File: src/rtl/regfifo_param_if.sv
// Handshake and status bundle for regfifo_param. The master modport drives writes, reads and flush.
// The slave modport returns head data, occupancy, thresholds and error pulses.
interface regfifo_param_if #(
    parameter int DATA_WIDTH = 48,
    parameter int DEPTH      = 8
);
    localparam int CNT_W = $clog2(DEPTH + 1);

    logic                  flush;
    logic                  wr_en;
    logic [DATA_WIDTH-1:0] din;
    logic                  rd_en;
    logic [DATA_WIDTH-1:0] dout;
    logic                  full;
    logic                  empty;
    logic                  almost_full;
    logic                  almost_empty;
    logic [CNT_W-1:0]      count;
    logic                  overflow;
    logic                  underflow;

    modport master (
        output flush, wr_en, din, rd_en,
        input  dout, full, empty, almost_full, almost_empty, count, overflow, underflow
    );

    modport slave (
        input  flush, wr_en, din, rd_en,
        output dout, full, empty, almost_full, almost_empty, count, overflow, underflow
    );
endinterface

File: src/rtl/regfifo_param.sv
// Register shift FIFO with the head always in slot 0 (first-word-fall-through), so dout needs no read latency.
// Write-to-dout and read-to-next-head both take 1 cycle. There is no backpressure: a write while full is dropped, and a read while empty is ignored, each raising a 1-cycle pulse.
module regfifo_param #(
    parameter int DATA_WIDTH = 48,
    parameter int DEPTH      = 8,
    parameter int AFULL_THR  = DEPTH - 1,
    parameter int AEMPTY_THR = 1
) (
    input  logic           clk,
    input  logic           srst,
    regfifo_param_if.slave bus
);
    localparam int CNT_W = $clog2(DEPTH + 1);

    logic [DATA_WIDTH-1:0] slot_q [DEPTH];
    logic [DATA_WIDTH-1:0] slot_d [DEPTH];
    logic [CNT_W-1:0]      cnt_q;
    logic [CNT_W-1:0]      cnt_d;
    logic [CNT_W-1:0]      wr_idx;
    logic                  ovf_q;
    logic                  ovf_d;
    logic                  unf_q;
    logic                  unf_d;
    logic                  is_full;
    logic                  is_empty;
    logic                  do_rd;
    logic                  do_wr;

    assign is_full  = (cnt_q == CNT_W'(DEPTH));
    assign is_empty = (cnt_q == '0);

    always_comb begin
        do_rd  = bus.rd_en && !is_empty;
        // A simultaneous read frees a slot, so a write is still accepted when full.
        do_wr  = bus.wr_en && (!is_full || do_rd);
        wr_idx = do_rd ? (cnt_q - CNT_W'(1)) : cnt_q;

        for (int i = 0; i < DEPTH; i++) begin
            slot_d[i] = slot_q[i];
        end
        cnt_d = cnt_q;
        ovf_d = 1'b0;
        unf_d = 1'b0;

        if (bus.flush) begin
            for (int i = 0; i < DEPTH; i++) begin
                slot_d[i] = '0;
            end
            cnt_d = '0;
        end else begin
            if (do_rd) begin
                for (int i = 0; i < DEPTH - 1; i++) begin
                    slot_d[i] = slot_q[i + 1];
                end
                slot_d[DEPTH-1] = '0;
            end
            for (int i = 0; i < DEPTH; i++) begin
                if (do_wr && (wr_idx == CNT_W'(i))) begin
                    slot_d[i] = bus.din;
                end
            end
            if (do_wr && !do_rd) begin
                cnt_d = cnt_q + CNT_W'(1);
            end else if (do_rd && !do_wr) begin
                cnt_d = cnt_q - CNT_W'(1);
            end
            ovf_d = bus.wr_en && !do_wr;
            unf_d = bus.rd_en && is_empty;
        end
    end

    always_ff @(posedge clk) begin
        if (srst) begin
            for (int i = 0; i < DEPTH; i++) begin
                slot_q[i] <= '0;
            end
            cnt_q <= '0;
            ovf_q <= 1'b0;
            unf_q <= 1'b0;
        end else begin
            for (int i = 0; i < DEPTH; i++) begin
                slot_q[i] <= slot_d[i];
            end
            cnt_q <= cnt_d;
            ovf_q <= ovf_d;
            unf_q <= unf_d;
        end
    end

    // Unused slots are held at zero, so an empty FIFO shows zero on dout.
    assign bus.dout         = slot_q[0];
    assign bus.count        = cnt_q;
    assign bus.full         = is_full;
    assign bus.empty        = is_empty;
    assign bus.almost_full  = (cnt_q >= CNT_W'(AFULL_THR));
    assign bus.almost_empty = (cnt_q <= CNT_W'(AEMPTY_THR));
    assign bus.overflow     = ovf_q;
    assign bus.underflow    = unf_q;
endmodule

File: src/flat_wrapper.sv
// flat-port wrapper written by rule: the top's interface ports become plain ports
module regfifo_param_flat 
#(
    parameter int DATA_WIDTH = 48,
    parameter int DEPTH      = 8,
    parameter int AFULL_THR  = DEPTH - 1,
    parameter int AEMPTY_THR = 1
)
  (clk, srst, bus_flush, bus_wr_en, bus_din, bus_rd_en, bus_dout, bus_full, bus_empty, bus_almost_full, bus_almost_empty, bus_count, bus_overflow, bus_underflow);
  regfifo_param_if #(.DATA_WIDTH(DATA_WIDTH), .DEPTH(DEPTH)) bus_i ();
  input  logic clk;
  input  logic srst;
  input wire logic [$bits(bus_i.flush)-1:0] bus_flush;
  input wire logic [$bits(bus_i.wr_en)-1:0] bus_wr_en;
  input wire logic [$bits(bus_i.din)-1:0] bus_din;
  input wire logic [$bits(bus_i.rd_en)-1:0] bus_rd_en;
  output wire logic [$bits(bus_i.dout)-1:0] bus_dout;
  output wire logic [$bits(bus_i.full)-1:0] bus_full;
  output wire logic [$bits(bus_i.empty)-1:0] bus_empty;
  output wire logic [$bits(bus_i.almost_full)-1:0] bus_almost_full;
  output wire logic [$bits(bus_i.almost_empty)-1:0] bus_almost_empty;
  output wire logic [$bits(bus_i.count)-1:0] bus_count;
  output wire logic [$bits(bus_i.overflow)-1:0] bus_overflow;
  output wire logic [$bits(bus_i.underflow)-1:0] bus_underflow;
  assign bus_i.flush = bus_flush;
  assign bus_i.wr_en = bus_wr_en;
  assign bus_i.din = bus_din;
  assign bus_i.rd_en = bus_rd_en;
  assign bus_dout = bus_i.dout;
  assign bus_full = bus_i.full;
  assign bus_empty = bus_i.empty;
  assign bus_almost_full = bus_i.almost_full;
  assign bus_almost_empty = bus_i.almost_empty;
  assign bus_count = bus_i.count;
  assign bus_overflow = bus_i.overflow;
  assign bus_underflow = bus_i.underflow;
  regfifo_param #(.DATA_WIDTH(DATA_WIDTH), .DEPTH(DEPTH), .AFULL_THR(AFULL_THR), .AEMPTY_THR(AEMPTY_THR)) u_core (.clk(clk), .srst(srst), .bus(bus_i));
endmodule
File: config.mk
export PLATFORM = sky130hd
export DESIGN_NAME = regfifo_param_flat
export DESIGN_NICKNAME = d
export VERILOG_FILES = /design/src/rtl/regfifo_param_if.sv /design/src/rtl/regfifo_param.sv /design/src/flat_wrapper.sv
export SDC_FILE = /design/constraint.sdc
export NUM_CORES = 1
export LEC_CHECK = 0
export CAP_MARGIN = 20
export CORE_UTILIZATION = 55
export DETAILED_ROUTE_END_ITERATION = 7
export PLACE_DENSITY = 0.74
export SYNTH_ARGS = -nofsm -noshare
export SYNTH_HDL_FRONTEND = slang
export SYNTH_SLANG_ARGS = --single-unit
File: constraint.sdc
create_clock -name clk -period 3.4 [get_ports clk]
set_clock_uncertainty 0.05 [all_clocks]
set_input_delay 0.34 -clock clk [delete_from_list [all_inputs] [get_ports clk]]
set_output_delay 0.34 -clock clk [all_outputs]
set_load 0.02 [all_outputs]
==> results by group <==
Status
  • Outcome: complete, no violations

Critical path
  • Setup CP Type: flip-flop to output pin
  • Worst Reg-to-Reg Cells: 8
  • Slowest cell on crit path: clkdlybuf4s50_1
  • R2r startpoint: u_core.bus.count[1]
  • Startpoint type of the worst setup path: flip-flop
  • Number of buffers and inverters on the critical path: 3
  • Crit path max-delay family: buffers and inverters
  • Worst EP arrival: about 2.7 ns
  • CP max stage delay: a little under 0.7 ns
  • CP max FO: 10
  • Worst path required time: about 3 ns
  • Endpoint class of the critical path: output pin
  • FF-to-FF End: u_core.slot_q[1][122]
  • Reg2reg setup slack: about 0.40 ns
  • Critical Path Source: u_core.bus.count[1]
  • Crit-path cells: inv_1, ha_1, or3b_4, clkinv_2, clkdlybuf4s50_1

Min path
  • Hold/Removal Path Class: input pin to flip-flop
  • Hold Path Depth: 2
  • Hold EP: u_core.bus.overflow
  • HP Start: bus_rd_en

Die
  • Initial Util: 0.559
  • Row count: ~70
  • Die Y: 190 um
  • Core area: 34600 um2
  • Die area: between 30000 and 40000 um2
  • Die width: 190 um
  • Io pins: 111

Synth
  • Syn Inst Count: between 2k and 2.5k
  • Async set-reset flop share out of synthesis: 0
  • Synthesized area: roughly 19000 um2
  • Top-area cell type share of the netlist area: 0.403
  • Mapped Nets: 2082
  • Post-synth EDFFs: 0
  • Post-synth top area cell: dfxtp_1
  • Yosys warnings: 0
  • Seq/Total Area, Yosys: 0.403
  • Flops & latches, synth: between 300 and 400
  • Top FF cell, synth: dfxtp_1
  • Synth area leaders: dfxtp_1, mux2i_1, a21o_1, o211ai_1, nand3_1
  • Number of unique standard cell types used by synthesis: 41
  • Avg Cell Area, Syn: approximately 9.6 um2

Detailed routing
  • Drt first pass iters: 5
  • Avg WL per Cell: between 15 and 20 um
  • DR iter-0 viols: around 1.3k
  • DRC: 0
  • Antenna-violating nets left: 0
  • Via Count: between 15k and 20k
  • Vias/cell: between 6 and 7
  • WL final: approximately 46000 um

Power
  • P_leak: around 10 nW
  • Tot Pwr: 11.8 mW
  • Maximum VDD drop: 0.471 mV
  • P per Cell Area: between 500 and 600 nW/um2

GRT
  • Grt ovf: 0
  • Largest net degree at the start of global routing: ~210
  • Initial antenna violation count: 0
  • First-pass GRT wire length: between 70000 and 80000 um
  • Vias in the first global route: ~14k
  • GRT Total Usage: 0.249

Clock network
  • CTS max path bufs: 3
  • Clock Latency Late Sink: 0.53 ns
  • Post-cts sizing count: 0
  • Total CTS buffers: 41
  • Root buffer cell: clkbuf_16
  • CTS sink cnt: between 300 and 400
  • H-Tree Depth: 2
  • Clock-pin transition on the worst setup and hold timing paths: 0.06 ns
  • CTS tree: done
  • Post-CTS Setup Inserts: 0
  • Cts hold-fix bufs: 0

STA
  • Final hold viol count: 0
  • Crit share post-route: 0.917
  • Final worst-path setup slack: between 0.2 and 0.3 ns
  • Final Setup Violations: 0
  • TNS Setup: 0 ns
  • Relative slew slack: 0.276
  • Pins Over Slew Limit: 0
  • Worst slew pin tran: 1.09 ns
  • Crit path time final: between 3 and 4 ns
  • Unrepaired setup endpoints after global routing: no
  • Fmax achieved: ~320 MHz

Place
  • Detailed placer's ending HPWL: roughly 23000 um
  • Placement Setup Slack: between 0.4 and 0.5 ns
  • Final Wtd Congestion: 0.814
  • IO Port Bufs: 110
  • Post-DP Area: between 20000 and 25000 um2

Final layout
  • Layout area overhead: 11.2%
  • # diodes: 0
  • Share of layout cells above drive strength 1: 0.0579
  • Cell area after layout: 21500 um2
  • Fin nets: 1995

Job
  • Max-Cap Viols: 0
## cell usage after synthesis, drive strengths merged, types with 2 or more instances
master	instances
nor4	2
a2bb2oi	2
inv	5
or3b	2
buf	132
a21oi	3
nor2	6
nor3	4
nand2	52
ha	4
nor2b	2
xor2	2
nand3	192
o22ai	3
dfxtp	390
o21ai	145
a211oi	4
a21o	337
o211ai	196
o21a	2
clkbuf	142
mux2i	385
## per-stage QoR
stage	hold slack, ns	cells	utilization
final	0.308	2424	0.622
after detailed placement	0.414	2350	0.582
after CTS	0.300	2424	0.622
after floorplan	0.400	2025	-
after global routing	0.327	2424	0.622
after global placement	0.406	2350	0.582
## how the worst max path moves through the flow
stage                       endpoint  slack (ns)  depth (start not counted)
5_1_grt                    bus_empty        0.15                          5
4_1_cts                    bus_empty        0.26                          5
2_1_floorplan    u_core.bus.count[3]        0.25                         13
3_3_place_gp   u_core.slot_q[0][102]        0.61                          8
6_report                   bus_empty        0.28                          5
3_5_place_dp    u_core.slot_q[0][97]        0.43                          8
## routing by layer
layer	routed length, um	track usage
met1	21800	0.355
met2	21000	0.396
met3	2070	0.0328
met4	756	0.0651
met5	0	0
## placed cells by master, fill, tap and decap left out, types with 4 or more instances in the layout
cell type / instances
mux2i_1: 385
nor2_1: 5
clkbuf_1: 11
ha_1: 4
o211ai_1: 195
buf_4: 18
nor3_1: 4
nand3_1: 192
clkbuf_16: 43
o21ai_0: 145
clkdlybuf4s50_1: 109
a21o_1: 337
clkinv_2: 7
a211oi_2: 4
buf_12: 16
clkbuf_8: 12
nand2_1: 51
dfxtp_1: 390
## sequential cells by signal, summed over array words and instances (netlist names)
name	flops
u_core.bus.overflow	1
u_core.bus.count	4
u_core.slot_q	384
u_core.bus.underflow	1
## kinds of logic (layout without fill, tap and decap cells)
group	count (synthesis)	after routing	share of synthesized area
XOR/XNOR	3	3	0.00136
buffers and inverters	279	223	0.0739
adder cells (fa/ha/maj)	4	4	0.00259
AO/OA/AOI/OAI	695	695	0.252
AND/OR/NAND/NOR	269	269	0.0676
flip-flops	390	390	0.403
multiplexers	385	385	0.199
## report_power, final
part	internal [mW]	switching, mW
Combinational	0.905	1.54
Sequential	4.78	0.119
Clock	2.66	1.80
## cell type report
class | instances | area [um2]
Clock buffer | 66 | 1280
Clock inverter | 8 | 72.6
Fill cell | 2878 | 13100
Inverter | 5 | 21.3
Multi-Input combinational cell | 1356 | 10200
Sequential cell | 390 | 7810
Tap cell | 455 | 569
Timing Repair Buffer | 144 | 1560
Note: power is estimated with default switching activity, not from simulation.
